<file path="config.mk">
export PLATFORM = sky130hd
export DESIGN_NAME = uart_tx_arbiter
export DESIGN_NICKNAME = d
export VERILOG_FILES = /design/src/rtl/uart_tx_arbiter.sv
export SDC_FILE = /design/constraint.sdc
export NUM_CORES = 1
export LEC_CHECK = 0
export CAP_MARGIN = 40
export CORE_MARGIN = 2
export CORE_UTILIZATION = 45
export DETAILED_ROUTE_END_ITERATION = 7
export MAX_ROUTING_LAYER = met4
export PLACE_DENSITY_LB_ADDON = 0.3
export SLEW_MARGIN = 20
export SYNTH_ARGS = -nofsm -noshare
export SYNTH_HDL_FRONTEND = slang
export SYNTH_SLANG_ARGS = --single-unit
</file>
<file path="constraint.sdc">
create_clock -name clk -period 3.8 [get_ports clk]
set_input_delay 0.38 -clock clk [delete_from_list [all_inputs] [get_ports clk]]
set_output_delay 0.38 -clock clk [all_outputs]
set_load 0.02 [all_outputs]
</file>
<file path="src/rtl/uart_tx_arbiter.sv">
// Round-robin arbiter that shares one byte UART transmitter among up to four packet requesters.
// Optional mid-packet stall timeout is built in when UART_ARB_TIMEOUT_EN is defined.
module uart_tx_arbiter #(
    parameter int NUM_REQ       = 4,
    parameter int GAP_TICKS     = 2,
    parameter int TIMEOUT_TICKS = 64
) (
    input  logic                   clk,
    input  logic                   rst_n,
    input  logic                   baud_tick,
    input  logic [NUM_REQ-1:0]     req_valid,
    input  logic [8*NUM_REQ-1:0]   req_data,
    input  logic [NUM_REQ-1:0]     req_last,
    output logic [NUM_REQ-1:0]     req_ready,
    output logic                   tx_valid,
    output logic [7:0]             tx_data,
    input  logic                   tx_ready,
    output logic [1:0]             grant_id,
    output logic                   busy,
    output logic                   timeout
);

    typedef enum logic [1:0] {
        S_IDLE = 2'd0,
        S_XFER = 2'd1,
        S_GAP  = 2'd2
    } state_t;

    localparam logic [15:0] GAP_LD = 16'(GAP_TICKS);

    state_t      state_q, state_d;
    logic [1:0]  grant_q, grant_d;
    logic [1:0]  rr_q, rr_d;
    logic [15:0] gap_cnt_q, gap_cnt_d;
    logic        busy_q, busy_d;

    logic [3:0]  valid_pad, last_pad, ready_pad;
    logic [31:0] data_pad;
    logic [1:0]  pick;
    logic        pick_ok;
    logic        cur_valid, cur_last;
    logic [7:0]  cur_data;
    logic        pkt_done;

`ifdef UART_ARB_TIMEOUT_EN
    localparam logic [15:0] TO_LAST = 16'(TIMEOUT_TICKS - 1);
    logic [15:0] to_cnt_q, to_cnt_d;
    logic        timeout_q, timeout_d;
    logic        stall_expire;
`endif

    // Widen the requester buses to four lanes so grant_q can index them directly.
    always_comb begin
        valid_pad = '0;
        last_pad  = '0;
        data_pad  = '0;
        valid_pad[NUM_REQ-1:0]   = req_valid;
        last_pad[NUM_REQ-1:0]    = req_last;
        data_pad[8*NUM_REQ-1:0]  = req_data;
    end

    // Later loop iterations overwrite earlier ones, so walking the offsets downward
    // leaves the requester closest after rr_q as the winner.
    always_comb begin
        logic [1:0] idx;
        pick    = '0;
        pick_ok = 1'b0;
        idx     = '0;
        for (int i = NUM_REQ; i >= 1; i--) begin
            idx = 2'((int'(rr_q) + i) % NUM_REQ);
            if (valid_pad[idx]) begin
                pick    = idx;
                pick_ok = 1'b1;
            end
        end
    end

    assign cur_valid = valid_pad[grant_q];
    assign cur_last  = last_pad[grant_q];
    assign cur_data  = data_pad[{grant_q, 3'b000} +: 8];
    assign pkt_done  = cur_valid && tx_ready && cur_last;

    always_comb begin
        ready_pad = '0;
        tx_valid  = 1'b0;
        tx_data   = '0;
        if (state_q == S_XFER) begin
            ready_pad[grant_q] = tx_ready;
            tx_valid           = cur_valid;
            tx_data            = cur_data;
        end
    end

    assign req_ready = ready_pad[NUM_REQ-1:0];

`ifdef UART_ARB_TIMEOUT_EN
    assign stall_expire = !cur_valid && baud_tick && (to_cnt_q == TO_LAST);
`endif

    always_comb begin
        state_d   = state_q;
        grant_d   = grant_q;
        rr_d      = rr_q;
        gap_cnt_d = gap_cnt_q;
`ifdef UART_ARB_TIMEOUT_EN
        timeout_d = 1'b0;
`endif
        case (state_q)
            S_IDLE: begin
                if (pick_ok) begin
                    state_d = S_XFER;
                    grant_d = pick;
                    rr_d    = pick;
                end
            end
            S_XFER: begin
                if (pkt_done) begin
                    state_d   = S_GAP;
                    gap_cnt_d = GAP_LD;
                end
`ifdef UART_ARB_TIMEOUT_EN
                else if (stall_expire) begin
                    state_d   = S_GAP;
                    gap_cnt_d = GAP_LD;
                    timeout_d = 1'b1;
                end
`endif
            end
            S_GAP: begin
                // Leave on the tick that would take the count to zero, so the
                // idle time is exactly GAP_TICKS ticks before re-arbitration.
                if (gap_cnt_q == 16'd0 || (baud_tick && gap_cnt_q == 16'd1)) begin
                    state_d   = S_IDLE;
                    gap_cnt_d = '0;
                end else if (baud_tick) begin
                    gap_cnt_d = gap_cnt_q - 16'd1;
                end
            end
            default: begin
                state_d = S_IDLE;
            end
        endcase
        busy_d = (state_d != S_IDLE);
    end

`ifdef UART_ARB_TIMEOUT_EN
    always_comb begin
        to_cnt_d = '0;
        if (state_q == S_XFER && state_d == S_XFER && !cur_valid) begin
            to_cnt_d = baud_tick ? to_cnt_q + 16'd1 : to_cnt_q;
        end
    end
`endif

    always_ff @(posedge clk or negedge rst_n) begin
        if (!rst_n) begin
            state_q   <= S_IDLE;
            grant_q   <= '0;
            rr_q      <= 2'(NUM_REQ - 1);
            gap_cnt_q <= '0;
            busy_q    <= 1'b0;
        end else begin
            state_q   <= state_d;
            grant_q   <= grant_d;
            rr_q      <= rr_d;
            gap_cnt_q <= gap_cnt_d;
            busy_q    <= busy_d;
        end
    end

`ifdef UART_ARB_TIMEOUT_EN
    always_ff @(posedge clk or negedge rst_n) begin
        if (!rst_n) begin
            to_cnt_q  <= '0;
            timeout_q <= 1'b0;
        end else begin
            to_cnt_q  <= to_cnt_d;
            timeout_q <= timeout_d;
        end
    end

    assign timeout = timeout_q;
`else
    assign timeout = 1'b0;
`endif

    assign grant_id = grant_q;
    assign busy     = busy_q;

endmodule

</file>
======== Word-level counts from Yosys, hierarchy flattened ========
Cells that the tools add are included.
word-level totals
  RAM bits ................................ 0
  memories kept ........................... 0
  memory bits (read-only) ................. 0
  logic and storage cells ................. 67
  register bits ........................... 23
  bits in latches ......................... 0
operators by class
  magnitude comparators ................... 6
  bitwise gates (word level) .............. 1
  multiplexer cells ....................... 33
  reductions and logical operators ........ 11
  equal/unequal tests ..................... 5
  multipliers ............................. 0
  divide/modulo/power cells ............... 0
  shift operators ......................... 1
  add/subtract/negate cells ............... 5
operators by type and width
  operator               number
  $mux 16                3
  $pmux 16 s2            1
  $shiftx 32x6->8        1
  $eq 16x1->1 const B    1
  $logic_not 16->1       1
  $sub 16x1->16 const B  1
  $lt 2x3->1 const B     5
  $mux 2                 7
  $bmux 1 s2             6
  $mux 1                 12
  $mux 8                 1
  $pmux 2 s3             1
  $add 2x1->2 const B    2
  $add 2x2->2 const B    2
  $and 4x4->4            1
  $logic_and 1x1->1      4
  $mux 4                 1
  $reduce_bool 2->1      2
  $ne 3x3->1 const B     1
  $reduce_and 3->1       1
  $demux 1 s2            1
  $eq 2x1->1 const B     1
  $eq 2x2->1 const B     1
  $ge 2x1->1 const B     1
  4 further kinds        4

======== Longest topological paths before layout ========
Gate-level depths: netlist of run 1.
  word-level depth ........................ 10
  gate-level depth with buffers ........... 8
  gate-level depth less buffers ........... 7

======== Worst setup path before layout of run 1 ========
Ideal clock, no wire load.
  kind .................................... register -> output
  from .................................... reg grant_q[0], in the netlist grant_id[0]
  to ...................................... out tx_data[2]
  data arrival time ....................... 1.650 ns
  cell stages (with the launch flop) ...... 5
  slack ................................... 1.770 ns
  buffers on the path ..................... 2
  cells stage by stage .................... dfrtp_1 buf_2 buf_2 mux4_2 and2_1
on the way
  longest elaborated chain between the ends .. 2
ends and longest elaborated chain
  item                      line  text
  start: declaration        32    logic [1:0] grant_q, grant_d;
  start signal: assignment  164   grant_q <= grant_d;
  $shiftx 32x6->8           80    assign cur_data = data_pad[{grant_q, 3'b000} +: 8];
  $mux 8                    87    if (state_q == S_XFER) begin
  end: declaration          16    output logic [7:0] tx_data,
Every way passes these cells.

======== Worst setup path in the final report of run 1 ========
  from .................................... reg grant_q[0], in the netlist grant_id[0]
  to ...................................... out tx_data[6]
The elaborated chain is that of the path after synthesis.

==> results of run 1 <==
[cells in the final DEF (no fill, tap or decap), types with 3 or more instances in the layout]
master	count
clkdlybuf4s50_1	59
nand2_1	22
dfrtp_1	21
and2_1	13
a21oi_1	12
nand3_1	12
mux4_2	10
or3_1	10
nor2_1	8
inv_1	7
nor3_1	6
o21ai_0	6
a21o_1	6
o311ai_1	4
nor2b_1	3
ha_1	3
clkbuf_8	3
[worst max path at each step]
stage | from | depth (start not counted) | end | slack [ps]
4_1_cts | grant_id[0]$_DFFE_PN0P_ | 3 | tx_data[6] | 960
5_1_grt | grant_id[0]$_DFFE_PN0P_ | 3 | tx_data[6] | 840
6_report | grant_id[0]$_DFFE_PN0P_ | 3 | tx_data[6] | 1010
3_5_place_dp | grant_id[0]$_DFFE_PN0P_ | 3 | tx_data[6] | 1270
3_3_place_gp | grant_id[0]$_DFFE_PN0P_ | 3 | tx_data[5] | 1320
2_1_floorplan | grant_id[0]$_DFFE_PN0P_ | 4 | tx_data[2] | 1770
[power groups by stage]
stage / Sequential [uW] / Clock [uW] / Combinational (uW)
3_3_place_gp: 491 / 0 / 901
5_1_grt: 518 / 165 / 999
4_1_cts: 491 / 157 / 919
6_report: 489 / 154 / 912
3_5_place_dp: 496 / 0 / 915
2_1_floorplan: 443 / 0 / 640
[metal layers]
| layer | part of all wire [%] | GRT usage (%) | up-vias |
|---|---|---|---|
| met4 | 0.81 | 3.91 | 0 |
| li1 | - | - | 791 |
| met5 | 0 | - | - |
| met1 | 45 | 30.2 | 766 |
| met3 | 2.6 | 4.11 | 5 |
| met2 | 52 | 35.8 | 27 |
[sequential cells by signal, indices dropped and copies added (netlist names)]
register,count
state_q,2
grant_id,2
gap_cnt_q,16
rr_q,2
busy,1
[metrics by stage]
| step | util [%] | instance area, um^2 | total power (uW) | hold WS [ps] |
|---|---|---|---|---|
| after floorplan | - | 1700 | 1080 | 84.4 |
| after global placement | 63.4 | 2320 | 1390 | 510 |
| after detailed placement | 63.8 | 2340 | 1410 | 517 |
| after CTS | 65.1 | 2380 | 1570 | 477 |
| after global routing | 65.1 | 2380 | 1680 | 511 |
| final | 65.1 | 2380 | 1560 | 450 |
[cell families (layout without fill, tap and decap cells)]
family	count (synthesis)	in the layout	share of synthesized area, %
adder cells (fa/ha/maj)	3	3	2.21
buffers and inverters	16	73	4.26
AND/OR/NAND/NOR	89	89	29.7
other	1	1	0.220
AO/OA/AOI/OAI	41	41	16.4
flip-flops	23	23	34.0
multiplexers	10	10	13.2
[cell type report]
cell class | instances | area, um^2
well taps | 48 | 60.1
clock buffers | 3 | 41.3
multi-input cells | 144 | 1050
inverters | 7 | 26.3
flip-flops and latches | 23 | 578
fillers | 300 | 1280
clock inverters | 1 | 5.00
repair buffers | 62 | 621
[cells in the mapped netlist, types with 3 or more instances]
cell and n:
nand3_1 12, a21oi_1 12, a21o_1 6, inv_1 7, nor2b_1 3, dfrtp_1 21, nand2_1 22, buf_2 4
nor2_1 8, nor3_1 6, or3_1 10, o311ai_1 4, ha_1 3, clkbuf_1 3, and2_1 13, o21ai_0 6
mux4_2 10
[worst max-delay path, cell delays in order (launching register included)]
cell	delay, ps
dfrtp_1	830
mux4_2	600
and2_1	170
clkdlybuf4s50_1	530
==> results.json, run 1 <==
{
  "fin_ws_ps": 1010,
  "core_um2": 3660,
  "ant_nets": 0,
  "slew_violations": 0,
  "clock.fmax_mhz": 358,
  "drive_gt1_share_pct": 10.4,
  "p_clk_share_pct": 9.9,
  "r2r-end": "gap_cnt_q[1]$_DFFE_PN0P_",
  "yosysWarnings": 0,
  "p_int_uw": 875,
  "first_iter_violations": 116,
  "maxCapViolCount": 0,
  "rsz0062_at_grt": "false",
  "cp-end-kind": "primary output",
  "worstMarginPinSlew_ps": 749,
  "r2r_slack_ps": 1550,
  "syn_area_um2": 1700,
  "syn2layout_area_growth_pct": 40.0,
  "drc": 0,
  "yosysTopAreaCell": "dfrtp_1",
  "hp-class": "in -> async",
  "cts-buffers-inserted": 3,
  "required_ps": 3420,
  "post-route-period-util_pct": 73.4,
  "powerDensity_nw_per_um2": 653,
  "hpwl_mm": 3.39,
  "slew_headroom_pct": 50.1,
  "syn_nets": 230,
  "avgViaCountPerCell": 5.52,
  "start_util_pct": 46.5,
  "r2r-start": "grant_id[0]$_DFFE_PN0P_",
  "grt_pass1_vias": 1460,
  "track_usage_pct": 22.3,
  "post-cts-setup-buffer-count": 0,
  "finalCriticalPeriod_ps": 2790,
  "switchingPower_uw": 681,
  "worstSetupPathType": "reg -> out",
  "synthFlopType": "dfrtp_1",
  "vdd_drop_max_mv": 0.405,
  "setup.worst_path.start_class": "register",
  "avgSynthCellArea_um2": 9.30,
  "yosysSeqAreaShare_pct": 34.0,
  "core.rowCount": 22,
  "clock_latency_ps": 270,
  "portBuffers": 59,
  "switching_share_pct": 43.8,
  "antenna_found_initial": 0,
  "nNetsFinal": 288,
  "n_antenna_cell": 0,
  "yosys_register_bits": 23,
  "die_width_um": 65.5,
  "ios": 61,
  "htreeDepth": 1,
  "placed_cells": 284,
  "grt_pass1_wl_mm": 7.15,
  "cp.arrival_ps": 2410,
  "hold_viol": 0,
  "path_clk_slew_ps": 80,
  "r2r_cells": 4,
  "crit_fanout": 16,
  "setup_violations": 0,
  "synth_area_leaders": "dfrtp_1 (31%), mux4_2 (13%), nand2_1 (4.9%)",
  "cts_resized": 0,
  "pre_cts_ws_ps": 1270,
  "netlist.area_leader.share_pct": 30.9,
  "grt_max_degree": 17,
  "status": "finished, final reports clean",
  "drt-total-wl_mm": 4.34,
  "async_flop_share_pct": 100,
  "clock-sinks": 23,
  "overflow": 0,
  "synth_edf_count": 0,
  "cts_root_buf": "clkbuf_8",
  "pwr-share-comb_pct": 58.6,
  "dieArea_um2": 4290,
  "finalNonFillerCells": 288,
  "synth_cell_types": 44,
  "num_vias": 1589,
  "pwr-share-seq_pct": 31.4,
  "setup_tns_ps": 0,
  "cts_hold_buf": 0,
  "routabilityCongestion": 0.726,
  "clockBufferDepth": 2,
  "wl_per_cell_um": 15.1,
  "p_leak_uw": 0.000976,
  "dr.pass1.iters": 4,
  "syn_inst": 183,
  "die_h_um": 65.5,
  "cts_tree": "built",
  "fin_skew_ps": 2.21
}
(Power assumes the default switching activity.)
==> run 2, diff against run 1 <==
==> constraint.sdc (replaced) <==
create_clock -name clk -period 2.8 [get_ports clk]
set_input_delay 0.28 -clock clk [delete_from_list [all_inputs] [get_ports clk]]
set_output_delay 0.28 -clock clk [all_outputs]
set_load 0.02 [all_outputs]
==> results.json, run 2 (same netlist as run 1, synthesis figures left out) <==
{
  "status": "finished, final reports clean",
  "cp-end-kind": "primary output",
  "hp-class": "in -> async",
  "syn2layout_area_growth_pct": 40.1,
  "overflow": 0,
  "wl_per_cell_um": 14.5,
  "clock_latency_ps": 270,
  "post-route-period-util_pct": 87.0,
  "path_cells": "mux4_2, and2_1, clkdlybuf4s50_1",
  "post-cts-setup-buffer-count": 0,
  "antenna_found_initial": 0,
  "hold_viol": 0,
  "mostFrequentLayoutCells": "clkdlybuf4s50_1 (59), nand2_1 (22), dfrtp_1 (20)",
  "cts-buffers-inserted": 3,
  "r2r_slack_ps": 740,
  "cts_hold_buf": 0,
  "rsz0062_at_grt": "false",
  "hpwl_mm": 3.26,
  "required_ps": 2520,
  "cts_tree": "built",
  "cp_num_buf_inv": 1,
  "routabilityCongestion": 0.741,
  "die_width_um": 65.5,
  "setup_violations": 0,
  "cts_resized": 0,
  "grt_max_degree": 24,
  "path_clk_slew_ps": 80,
  "power_uw": 2120,
  "drc": 0,
  "crit_fanout": 16,
  "r2r-end": "gap_cnt_q[3]$_DFFE_PN0P_",
  "portBuffers": 59,
  "n_antenna_cell": 0,
  "top_register": "gap_cnt_q",
  "nNetsFinal": 289,
  "p_leak_uw": 0.000977,
  "r2r_cells": 4,
  "core.rowCount": 22,
  "finalCriticalPeriod_ps": 2440,
  "worstSetupPathType": "reg -> out",
  "worstMarginPinSlew_ps": 587,
  "crit_path_max_incr_delay_ps": 630,
  "r2r-start": "grant_id[0]$_DFFE_PN0P_",
  "grt_pass1_vias": 1439,
  "largest_register_ffs": 16,
  "slew_headroom_pct": 60.9,
  "clock-sinks": 23,
  "core_um2": 3660,
  "slew_violations": 0,
  "num_vias": 1538,
  "drive_gt1_share_pct": 11.2,
  "vdd_drop_max_mv": 0.601,
  "maxCapViolCount": 0,
  "drt-total-wl_mm": 4.19,
  "critical-path-top-delay-family": "flip-flops",
  "fin_skew_ps": 6.71,
  "cts_root_buf": "clkbuf_8",
  "setup_tns_ps": 0,
  "dieArea_um2": 4290,
  "track_usage_pct": 20.8,
  "clock.fmax_mhz": 410,
  "final_common_cell": "clkdlybuf4s50_1",
  "ios": 61,
  "cp.arrival_ps": 2160,
  "htreeDepth": 1,
  "dr.pass1.iters": 4,
  "powerDensity_nw_per_um2": 889,
  "slowest_stage": "dfrtp_2",
  "ant_nets": 0,
  "grt_pass1_wl_mm": 6.78,
  "setup.worst_path.start_class": "register",
  "avgViaCountPerCell": 5.32,
  "clockBufferDepth": 2,
  "die_h_um": 65.5,
  "start_util_pct": 46.5,
  "first_iter_violations": 59,
  "cp-startpoint": "grant_id[0]$_DFFE_PN0P_"
}
## run 2: cell count changes in the layout (fill, tap and decap cells not counted), sizes merged
cell and delta:
buf +1
## run 2: layout make-up
type,count,area [um^2]
clock inverters,1,5.00
fillers,303,1280
inverters,7,26.3
well taps,48,60.1
flip-flops and latches,23,579
repair buffers,63,621
multi-input cells,144,1050
clock buffers,3,41.3
## run 2: how the worst max path moves through the flow
stage                     cells past startpoint    endpoint  slack, ps
after floorplan                               4  tx_data[2]        870
after global placement                        3  tx_data[5]        410
after detailed placement                      3  tx_data[1]        370
after CTS                                     3  tx_data[1]         80
after global routing                          3  tx_data[4]        240
final                                         3  tx_data[1]        360
## run 2: report_power, final
part	total [uW]	internal [uW]	switching [uW]
logic	1250	639	607
registers	666	460	206
clock network	206	99.4	107
## run 2: per-layer routing
| metal | wire, um | GRT usage, % | share of wire (%) |
|---|---|---|---|
| met1 | 1840 | 27.0 | 44 |
| met2 | 2230 | 33.8 | 53 |
| met3 | 92 | 4.45 | 2.2 |
| met4 | 31 | 4.69 | 0.74 |
| met5 | 0 | - | 0 |
## run 2: metrics by stage
stage	utilization [%]	setup slack, ps	hold slack, ps	instances	cell area [um^2]
2_1_floorplan	-	870	-15.6	183	1700
3_3_place_gp	63.8	414	508	285	2340
3_5_place_dp	63.8	374	523	285	2340
4_1_cts	65.1	81.3	372	289	2380
5_1_grt	65.1	238	383	289	2380
6_report	65.1	364	359	289	2380
